## src/rtl/mvm_sched_pkg.sv

```systemverilog
// Shared types and constants for the matrix-vector engine scheduler.
package mvm_sched_pkg;

    typedef enum logic [2:0] {
        S_IDLE,
        S_LPULSE,
        S_LDATA,
        S_START,
        S_WAIT,
        S_COLLECT,
        S_DRAIN
    } state_e;

    typedef enum logic [1:0] {
        OP_LOADM   = 2'b00,
        OP_LOADV   = 2'b01,
        OP_COMPUTE = 2'b10,
        OP_RSVD    = 2'b11
    } op_e;

    localparam int unsigned ERR_W        = 3;
    localparam int unsigned ERR_UNDERRUN = 0;
    localparam int unsigned ERR_SEQ      = 1;
    localparam int unsigned ERR_TMO      = 2;

endpackage

```

## src/rtl/mvm_obuf.sv

```systemverilog
// K-entry result buffer; rd_data is a registered prefetch of the entry at the read pointer.
module mvm_obuf #(
    parameter int unsigned K = 12,
    parameter int unsigned W = 24
) (
    input  logic         clk,
    input  logic         reset,
    input  logic         clr,
    input  logic         wr_en,
    input  logic [W-1:0] wr_data,
    input  logic         rd_en,
    output logic [W-1:0] rd_data,
    output logic         empty,
    output logic         full
);
    localparam int unsigned PW = (K > 1) ? $clog2(K) : 1;
    localparam int unsigned NW = $clog2(K + 1);

    logic [W-1:0]  mem_q [K];
    logic [PW-1:0] wr_ptr_q, wr_ptr_d;
    logic [PW-1:0] rd_ptr_q, rd_ptr_d;
    logic [NW-1:0] count_q, count_d;
    logic [W-1:0]  rd_data_q, rd_data_d;
    logic          do_wr, do_rd;

    assign empty   = (count_q == '0);
    assign full    = (count_q == NW'(K));
    assign rd_data = rd_data_q;

    always_comb begin
        do_wr     = wr_en && !full;
        do_rd     = rd_en && !empty;
        wr_ptr_d  = wr_ptr_q;
        rd_ptr_d  = rd_ptr_q;
        count_d   = count_q;
        if (do_wr) wr_ptr_d = (wr_ptr_q == PW'(K - 1)) ? '0 : wr_ptr_q + PW'(1);
        if (do_rd) rd_ptr_d = (rd_ptr_q == PW'(K - 1)) ? '0 : rd_ptr_q + PW'(1);
        case ({do_wr, do_rd})
            2'b10:   count_d = count_q + NW'(1);
            2'b01:   count_d = count_q - NW'(1);
            default: count_d = count_q;
        endcase
        if (clr) begin
            wr_ptr_d = '0;
            rd_ptr_d = '0;
            count_d  = '0;
        end
        // Bypass so the head entry is visible the cycle after it is written.
        rd_data_d = (do_wr && (wr_ptr_q == rd_ptr_d)) ? wr_data : mem_q[rd_ptr_d];
    end

    always_ff @(posedge clk) begin
        if (reset) begin
            wr_ptr_q  <= '0;
            rd_ptr_q  <= '0;
            count_q   <= '0;
            rd_data_q <= '0;
        end else begin
            wr_ptr_q  <= wr_ptr_d;
            rd_ptr_q  <= rd_ptr_d;
            count_q   <= count_d;
            rd_data_q <= rd_data_d;
        end
    end

    always_ff @(posedge clk) begin
        if (do_wr) mem_q[wr_ptr_q] <= wr_data;
    end

endmodule

```

## src/rtl/mvm_sched.sv

```systemverilog
// Command scheduler for a non-stallable matrix-vector engine: loads, compute, result collect and drain.
module mvm_sched
    import mvm_sched_pkg::*;
#(
    parameter int unsigned K   = 12,
    parameter int unsigned B   = 12,
    parameter int unsigned TMO = K * K + 16
) (
    input  logic             clk,
    input  logic             reset,
    input  logic             cmd_valid,
    output logic             cmd_ready,
    input  logic [1:0]       cmd_op,
    input  logic             in_valid,
    output logic             in_ready,
    input  logic [B-1:0]     in_data,
    output logic             out_valid,
    input  logic             out_ready,
    output logic [2*B-1:0]   out_data,
    output logic             mvm_loadMatrix,
    output logic             mvm_loadVector,
    output logic             mvm_start,
    output logic [B-1:0]     mvm_data_in,
    input  logic             mvm_done,
    input  logic [2*B-1:0]   mvm_data_out,
    output logic             busy,
    output logic [2:0]       err
);
    localparam int unsigned CW = $clog2(K * K + 1);
    localparam int unsigned TW = $clog2(TMO + 1);

    state_e           state_q, state_d;
    logic [CW-1:0]    cnt_q, cnt_d;
    logic [TW-1:0]    tmo_q, tmo_d;
    logic             ld_mat_q, ld_mat_d;
    logic             m_ok_q, m_ok_d;
    logic             v_ok_q, v_ok_d;
    logic [ERR_W-1:0] err_q, err_d;
    logic             load_m_q, load_m_d;
    logic             load_v_q, load_v_d;
    logic             start_q, start_d;
    logic             busy_q, busy_d;
    logic [CW-1:0]    ld_last;
    logic             obuf_wr, obuf_rd, obuf_empty, obuf_full;

    assign cmd_ready      = (state_q == S_IDLE);
    assign in_ready       = (state_q == S_LDATA);
    assign out_valid      = (state_q == S_DRAIN);
    // The engine samples the load word in the same cycle it is presented.
    assign mvm_data_in    = (state_q == S_LDATA && in_valid) ? in_data : '0;
    assign mvm_loadMatrix = load_m_q;
    assign mvm_loadVector = load_v_q;
    assign mvm_start      = start_q;
    assign busy           = busy_q;
    assign err            = err_q;

    assign ld_last = ld_mat_q ? CW'(K * K - 1) : CW'(K - 1);
    assign obuf_wr = (state_q == S_COLLECT) && !obuf_full;
    assign obuf_rd = (state_q == S_DRAIN) && out_ready;

    always_comb begin
        state_d  = state_q;
        cnt_d    = cnt_q;
        tmo_d    = tmo_q;
        ld_mat_d = ld_mat_q;
        m_ok_d   = m_ok_q;
        v_ok_d   = v_ok_q;
        err_d    = err_q;

        if (mvm_done && state_q != S_WAIT) err_d[ERR_SEQ] = 1'b1;

        case (state_q)
            S_IDLE: begin
                if (cmd_valid) begin
                    case (op_e'(cmd_op))
                        OP_LOADM: begin
                            ld_mat_d = 1'b1;
                            state_d  = S_LPULSE;
                        end
                        OP_LOADV: begin
                            ld_mat_d = 1'b0;
                            state_d  = S_LPULSE;
                        end
                        OP_COMPUTE: begin
                            if (m_ok_q && v_ok_q) state_d = S_START;
                            else                  err_d[ERR_SEQ] = 1'b1;
                        end
                        default: err_d[ERR_SEQ] = 1'b1;
                    endcase
                end
            end
            S_LPULSE: state_d = S_LDATA;
            S_LDATA: begin
                // Missing words still consume a slot: the engine cannot stall.
                if (!in_valid) err_d[ERR_UNDERRUN] = 1'b1;
                if (cnt_q == ld_last) begin
                    state_d = S_IDLE;
                    if (ld_mat_q) m_ok_d = 1'b1;
                    else          v_ok_d = 1'b1;
                end else begin
                    cnt_d = cnt_q + CW'(1);
                end
            end
            S_START: state_d = S_WAIT;
            S_WAIT: begin
                if (mvm_done) begin
                    state_d = S_COLLECT;
                end else if (tmo_q == TW'(TMO - 1)) begin
                    err_d[ERR_TMO] = 1'b1;
                    state_d        = S_IDLE;
                end else begin
                    tmo_d = tmo_q + TW'(1);
                end
            end
            S_COLLECT: begin
                if (cnt_q == CW'(K - 1)) state_d = S_DRAIN;
                else                     cnt_d   = cnt_q + CW'(1);
            end
            S_DRAIN: begin
                if (obuf_rd) begin
                    if (cnt_q == CW'(K - 1)) state_d = S_IDLE;
                    else                     cnt_d   = cnt_q + CW'(1);
                end else if (obuf_empty) begin
                    state_d = S_IDLE;
                end
            end
            default: state_d = S_IDLE;
        endcase

        if (state_d != state_q) begin
            cnt_d = '0;
            tmo_d = '0;
        end

        load_m_d = (state_d == S_LPULSE) && ld_mat_d;
        load_v_d = (state_d == S_LPULSE) && !ld_mat_d;
        start_d  = (state_d == S_START);
        busy_d   = (state_d != S_IDLE);
    end

    always_ff @(posedge clk) begin
        if (reset) begin
            state_q  <= S_IDLE;
            cnt_q    <= '0;
            tmo_q    <= '0;
            ld_mat_q <= 1'b0;
            m_ok_q   <= 1'b0;
            v_ok_q   <= 1'b0;
            err_q    <= '0;
            load_m_q <= 1'b0;
            load_v_q <= 1'b0;
            start_q  <= 1'b0;
            busy_q   <= 1'b0;
        end else begin
            state_q  <= state_d;
            cnt_q    <= cnt_d;
            tmo_q    <= tmo_d;
            ld_mat_q <= ld_mat_d;
            m_ok_q   <= m_ok_d;
            v_ok_q   <= v_ok_d;
            err_q    <= err_d;
            load_m_q <= load_m_d;
            load_v_q <= load_v_d;
            start_q  <= start_d;
            busy_q   <= busy_d;
        end
    end

    mvm_obuf #(
        .K (K),
        .W (2 * B)
    ) u_obuf (
        .clk     (clk),
        .reset   (reset),
        .clr     (state_q == S_START),
        .wr_en   (obuf_wr),
        .wr_data (mvm_data_out),
        .rd_en   (obuf_rd),
        .rd_data (out_data),
        .empty   (obuf_empty),
        .full    (obuf_full)
    );

endmodule

```

## config.mk

```make
export PLATFORM = sky130hd
export DESIGN_NAME = mvm_sched
export DESIGN_NICKNAME = d
export VERILOG_FILES = /design/src/rtl/mvm_sched_pkg.sv /design/src/rtl/mvm_obuf.sv /design/src/rtl/mvm_sched.sv
export SDC_FILE = /design/constraint.sdc
export NUM_CORES = 1
export LEC_CHECK = 0
export BUFFER_PORTS_ARGS = -buffer_cell sky130_fd_sc_hd__buf_2
export CORE_AREA = 10 10 181 183
export CTS_CLUSTER_DIAMETER = 30
export DETAILED_ROUTE_END_ITERATION = 8
export DIE_AREA = 0 0 191 193
export GPL_TIMING_DRIVEN = 0
export PLACE_DENSITY = 0.67
export SYNTH_ARGS = -nofsm -noshare
export SYNTH_HDL_FRONTEND = slang
export SYNTH_SLANG_ARGS = --single-unit
```

## constraint.sdc

```tcl
create_clock -name clk -period 8.79 [get_ports clk]
set_input_delay 1.3185 -clock clk [delete_from_list [all_inputs] [get_ports clk]]
set_output_delay 1.3185 -clock clk [all_outputs]
set_load 0.02 [all_outputs]
```

After elaboration in Yosys (flattened, before gate mapping)

Memory sizes are Yosys's and may differ from the RTL's. A register that Yosys moved wholly into a read port is not among the register bits.
Index checks and enable logic that the tools add are counted.

Shifts and indexed selects: 0
$lt $le $gt $ge: 0
Equality and inequality tests: 22
Bitwise logic cells: 4
$add $sub $neg: 6
Reduce and logical (&&, ||, !) cells: 27
Multiply operators: 0
Muxes and demuxes: 32
Divide/modulo/power cells: 0

Operators with widths:

| cell                | count |
|---|---|
| $mux 8              | 4 |
| $mux 3              | 9 |
| $pmux 8 s3          | 1 |
| $pmux 3 s7          | 1 |
| $add 8x1->8 const B | 2 |
| $mux 4              | 4 |
| $reduce_and 3->1    | 5 |
| $add 4x1->4 const B | 3 |
| $eq 4x4->1 const B  | 3 |
| $mux 12             | 1 |
| $eq 3x2->1 const B  | 3 |
| $eq 3x3->1 const B  | 3 |
| $logic_and 1x1->1   | 9 |
| $eq 8x4->1 const B  | 1 |
| $eq 8x8->1          | 1 |
| $eq 8x8->1 const B  | 1 |
| $mux 1              | 8 |
| $pmux 4 s2          | 1 |
| $eq 3x1->1 const B  | 2 |
| $pmux 3 s2          | 1 |
| $reduce_bool 3->1   | 2 |
| $reduce_or 2->1     | 3 |
| $eq 2x1->1 const B  | 2 |
| $eq 2x2->1 const B  | 2 |
| 13 further kinds    | 19 |

Input bits: 44
Memories: 1
Memory bits (writable): 288
Bits in latches: 0
Bits in read-only memories: 0
Output and inout port bits: 46
Flip-flop bits (word level): 41
Word-level logic and storage cells: 108

Memories:

| memory       | depth | width | rd ports | clocked after memory_dff | write ports | RTL line       | RTL |
|---|---|---|---|---|---|---|---|
| u_obuf.mem_q | 12    | 24    | 1        | 1                        | 1           | mvm_obuf.sv:19 | `logic [W-1:0] mem_q [K];` |

Logic depth before layout (Yosys ltp)

Depth after elaboration: 7
Mapped depth: 11
Depth with buffers taken out: 10

By module

From an unflattened synthesis, not the netlist that was laid out.

Cell total of the unflattened synthesis: 985
Area total of the unflattened synthesis: 14,800.4 um^2

By module, submodules not included:

| module    | area an instance (um^2) | cells each | instances | sequential area each (um^2) |
|---|---|---|---|---|
| mvm_obuf  | 13,105.1                | 785        | 1         | 9,369.0 |
| mvm_sched | 1,695.4                 | 200        | 1         | 580.6 |

Worst setup path after synthesis

No wires, ideal clock.

Kind: reg-to-reg
Start: reg state_q[2]
End: mem u_obuf.mem_q[3][0] (enable)
Arrival time: 2,807 ps
Library setup time: 438 ps
Data required time: 8,352 ps
Cell stages (with the launch flop): 6
Path buffers: 1
Setup slack: 5,545 ps
Period minus slack after synthesis: 3,245 ps
Cells stage by stage: dfxtp_1 buf_2 nor2b_1 o311a_1 nand2_1 nor3_1

Word-level cells in the longest chain between the ends: 5

RTL lines:

| what                         | RTL line         | RTL |
|---|---|---|
| from (decl)                  | mvm_sched.sv:32  | `state_e state_q, state_d;` |
| from (signal assigned)       | mvm_sched.sv:155 | `state_q <= state_d;` |
| $eq 3x3->1                   | mvm_sched.sv:58  | `assign obuf_wr = (state_q == S_COLLECT) && !obuf_full;` |
| $logic_and 1x1->1            | mvm_sched.sv:58  |  |
| $logic_and 1x1->1            | mvm_obuf.sv:31   | `do_wr = wr_en && !full;` |
| $mux 1                       | mvm_obuf.sv:67   | `if (do_wr) mem_q[wr_ptr_q] <= wr_data;` |
| $mux 1 (not written as such) | mvm_obuf.sv:67   |  |
| to (decl)                    | mvm_obuf.sv:19   |  |

Every way passes these cells.

Worst setup path after layout

Start: reg state_q[1]
End: out mvm_data_in[6]

Word-level cells in the longest chain between the ends: 3

RTL lines:

| what              | RTL line        | RTL |
|---|---|---|
| $eq 3x2->1        | mvm_sched.sv:50 | `assign mvm_data_in = (state_q == S_LDATA && in_valid) ? in_data : '0;` |
| $logic_and 1x1->1 | mvm_sched.sv:50 |  |
| $mux 12           | mvm_sched.sv:50 |  |
| to (decl)         | mvm_sched.sv:23 | `output logic [B-1:0] mvm_data_in,` |

Every way passes these cells.

==> results_tabular.tex <==
\begin{tabular}{lr}
\hline
Metric & Value \\
\hline
\multicolumn{2}{l}{\textbf{Cells and area}} \\
Final core utilization & 60.7\% \\
Flip-flop and latch area & 9950 sq um \\
Synthesis-to-finish area growth & 24.2\% \\
Share of post-route cells with drive strength above 1 & 19.8\% \\
Count of nets after finishing & 1280 \\
Filler instances & 2213 \\
Antenna diode count & 0 \\
Final Cell Area & 17800 sq um \\
Multi-input gate area in the final layout & 3960 sq um \\
\multicolumn{2}{l}{\textbf{Floorplan}} \\
Die extent in y & 193 um \\
Area of the core & between 20000 and 30000 sq um \\
Cell Rows & 63 \\
DIE AREA & 36900 sq um \\
Effective utilization at floorplan & 48.9\% \\
Die Width & around 190 um \\
I/O pin count & 90 \\
\multicolumn{2}{l}{\textbf{Yosys}} \\
Share of the yosys chip area belonging to registers & 69.6\% \\
Number of enable-type register cells in the synthesized netlist & 288 \\
Number of instances in the synthesized netlist & roughly 1100 \\
Area share of the largest cell type after synthesis & a little over 60\% \\
Most frequently used cell type in the post-synthesis netlist & sky130\_fd\_sc\_hd\_\_edfxtp\_1 \\
Syn nets & 1116 \\
Warnings, synthesis & 0 \\
Main area contributors after synthesis & sky130\_fd\_sc\_hd\_\_edfxtp\_1, sky130\_fd\_sc\_hd\_\_dfxtp\_1, sky130\_fd\_sc\_hd\_\_a211oi\_1 \\
Dominant synthesized flop cell & sky130\_fd\_sc\_hd\_\_edfxtp\_1 \\
Register bit count reported by yosys & roughly 350 \\
Cell type contributing the most total cell area after synthesis & sky130\_fd\_sc\_hd\_\_edfxtp\_1 \\
Top post-synthesis cells by count & sky130\_fd\_sc\_hd\_\_edfxtp\_1, sky130\_fd\_sc\_hd\_\_a211oi\_1, sky130\_fd\_sc\_hd\_\_nand2\_1, sky130\_fd\_sc\_hd\_\_nor2\_1, sky130\_fd\_sc\_hd\_\_and3\_1 \\
Post-synthesis async set-or-reset flop share & 0\% \\
Number of distinct standard cells referenced by the synthesized netlist & 59 \\
Total standard cell area after synthesis & 14300 sq um \\
Mapped Avg Cell Area & approximately 13 sq um \\
\multicolumn{2}{l}{\textbf{STA}} \\
Hold Worst Slack & 0.460 ns \\
Final Max Tran Viols & 0 \\
Sum of negative setup slack & 0 ns \\
Post-route minimum period & 3.67 ns \\
Final worst setup slack & between 5 and 6 ns \\
Setup clock skew after layout & 0.0171 ns \\
Remaining max-slew budget at the tightest pin & 6.27\% \\
Count of endpoints failing setup in the final report & 0 \\
Final cycle utilization of the critical path & 41.7\% \\
Transition at the pin with the smallest max-transition slack & 1.41 ns \\
Unrepaired setup endpoints after global routing & false \\
Max Clock Freq & 273 MHz \\
Final hold violation count & 0 \\
\multicolumn{2}{l}{\textbf{Min path}} \\
Worst hold stages & 2 \\
Classification of the worst-slack hold path & reg2reg \\
\multicolumn{2}{l}{\textbf{Clocking}} \\
Maximum count of clock buffers along a single path & 3 \\
Clk root buf & sky130\_fd\_sc\_hd\_\_clkbuf\_16 \\
Clock insertion delay at the later pin of the skew report & $\sim$0.56 ns \\
Clock input transition at the sequential cells of the worst setup and hold paths & 0.05 ns \\
Post-cts sizing count & 0 \\
Count of hold-fix buffers inserted at cts & 0 \\
H-tree levels & 3 \\
TritonCTS buffer count & 71 \\
TritonCTS clock tree & built \\
Sink count of the clock tree & 353 \\
Postcts setup bufs & 0 \\
\multicolumn{2}{l}{\textbf{Placed design}} \\
Cell Area, Placed & 15300 sq um \\
Final estimated routing congestion in global placement & 0.827 \\
Worst slack at placement & approximately 4.8 ns \\
Count of buffers from port buffering & 89 \\
Detail Placement HPWL & between 20 and 25 mm \\
\multicolumn{2}{l}{\textbf{Detailed routing}} \\
Vias & around 9700 \\
First-pass detailed-route iteration total & 5 \\
Wire per inst & 22.1 um \\
Number of DRC violations after detailed-routing iteration 0 & 909 \\
Routed wire length & 36.9 mm \\
Routed via count divided by cell count & 5.83 \\
\# DRC & 0 \\
ANT nets after route & 0 \\
\multicolumn{2}{l}{\textbf{GRT}} \\
Wire length of the first global-routing pass & 56.6 mm \\
Vias in the first global route & 10106 \\
Global-route congestion overflow total & 0 \\
Initial antenna violation count & 0 \\
Overall routing resource usage & 19.8\% \\
Largest net degree at the start of global routing & 26 \\
\multicolumn{2}{l}{\textbf{Pwr}} \\
Leakage & 6.60 nW \\
Comb power frac & under 10\% \\
Switching power of the nets & 0.942 mW \\
Switching part of the total power & about 20\% \\
Power Dens Cells & roughly 260 nW/um\^{}2 \\
Clock network power share & 59.3\% \\
IR drop worst, VDD & between 0.15 and 0.2 mV \\
Part of the total power dissipated in sequential elements & 39.2\% \\
Internal power of the cells & 3.70 mW \\
\multicolumn{2}{l}{\textbf{Setup path}} \\
Kind of start point of the critical path & register \\
Arr. time, crit path & 2.35 ns \\
Number of cells on the worst reg-to-reg path & 9 \\
Crit path capture type & primary output \\
Worst endpoint required time & 7.47 ns \\
Worst reg-to-reg setup slack & 5.68 ns \\
Worst Path Class, Setup & reg2out \\
Critical Path Fanout Max & 10 \\
\multicolumn{2}{l}{\textbf{Outcome}} \\
Result of the run & complete, no violations \\
\multicolumn{2}{l}{\textbf{Job}} \\
Max-cap violations & 0 \\
\hline
\end{tabular}
==> cells in the final DEF, fill, tap and decap left out, types with 47 or more instances in the layout <==
master and n:
sky130_fd_sc_hd__edfxtp_1 288, sky130_fd_sc_hd__buf_2 102, sky130_fd_sc_hd__a211oi_1 95, sky130_fd_sc_hd__nand2_1 80, sky130_fd_sc_hd__nor2_1 74, sky130_fd_sc_hd__clkbuf_16 72, sky130_fd_sc_hd__a21oi_1 66, sky130_fd_sc_hd__dfxtp_1 65
sky130_fd_sc_hd__and3_1 59, sky130_fd_sc_hd__clkbuf_1 47, sky130_fd_sc_hd__mux2i_1 47
==> path summary, 6_finish.rpt <==
kind / endpoint / startpoint
hold / removal: err[1] / err[1]
hold reg to reg: err[1] / err[1]
setup / recovery: mvm_data_in[6] / state_q[1]
setup reg to reg: u_obuf.rd_data[2] / u_obuf.rd_ptr_q[0]
==> final cells by class <==
cell class / instances / area share [%]
repair buffers: 91 / 2.68
multi-input cells: 623 / 22.3
well taps: 390 / 2.75
clock buffers: 82 / 10.6
flip-flops and latches: 353 / 56.0
clock inverters: 46 / 3.35
inverters: 15 / 0.317
plain buffers: 70 / 2.02
==> worst max-delay path, cell delays in order, from the launching register on <==
cell	delay, ns
sky130_fd_sc_hd__dfxtp_1	0.37
sky130_fd_sc_hd__buf_2	0.23
sky130_fd_sc_hd__nor2b_1	0.23
sky130_fd_sc_hd__nand2b_1	0.14
sky130_fd_sc_hd__inv_1	0.18
sky130_fd_sc_hd__clkbuf_1	0.27
sky130_fd_sc_hd__and3_1	0.20
sky130_fd_sc_hd__buf_2	0.16
==> metrics by stage <==
step | total power, mW | cells
6_report | 4.64 | 1670
5_1_grt | 4.76 | 1670
4_1_cts | 4.66 | 1670
3_5_place_dp | 1.92 | 1542
3_3_place_gp | 1.92 | 1540
2_1_floorplan | 1.88 | 1061
==> power by group through the flow <==
stage,combinational [mW],sequential (mW),clock (mW)
floorplan,0.0225,1.85,0
CTS,0.0712,1.82,2.77
finish,0.0714,1.82,2.75
global placement,0.0690,1.85,0
detailed placement,0.0709,1.85,0
global route,0.0779,1.82,2.87
==> per-layer routing <==
metal  vias to the layer above  GRT usage (%)  routed length [um]
met5                         -              0                   0
met4                         0           8.18                 977
met3                        87           4.69                3240
met2                       494           33.2               17900
met1                      4732           24.4               14800
li1                       4429              -                   -
==> logic make-up (layout without fill, tap and decap cells) <==
kind of cell,count (synthesis),count (layout),synth area share (%)
flip-flops,353,353,69.6
AND/OR/NAND/NOR,329,329,11.8
AO/OA/AOI/OAI,214,214,10.1
buffers and inverters,85,304,2.90
multiplexers,47,47,3.29
XOR/XNOR,22,22,1.35
adder cells (fa/ha/maj),11,11,1.01
==> sequential cells by signal, indices dropped and copies added, names as in the netlist <==
signal and count:
u_obuf.mem_q 288, u_obuf.rd_data 24, cnt_q 8, tmo_q 8, u_obuf.count_q 4, u_obuf.rd_ptr_q 4
u_obuf.wr_ptr_q 4, err 3, state_q 3, busy 1, ld_mat_q 1, m_ok_q 1
mvm_loadMatrix 1, mvm_loadVector 1, mvm_start 1, v_ok_q 1
Note: power is estimated with default switching activity, not from simulation.
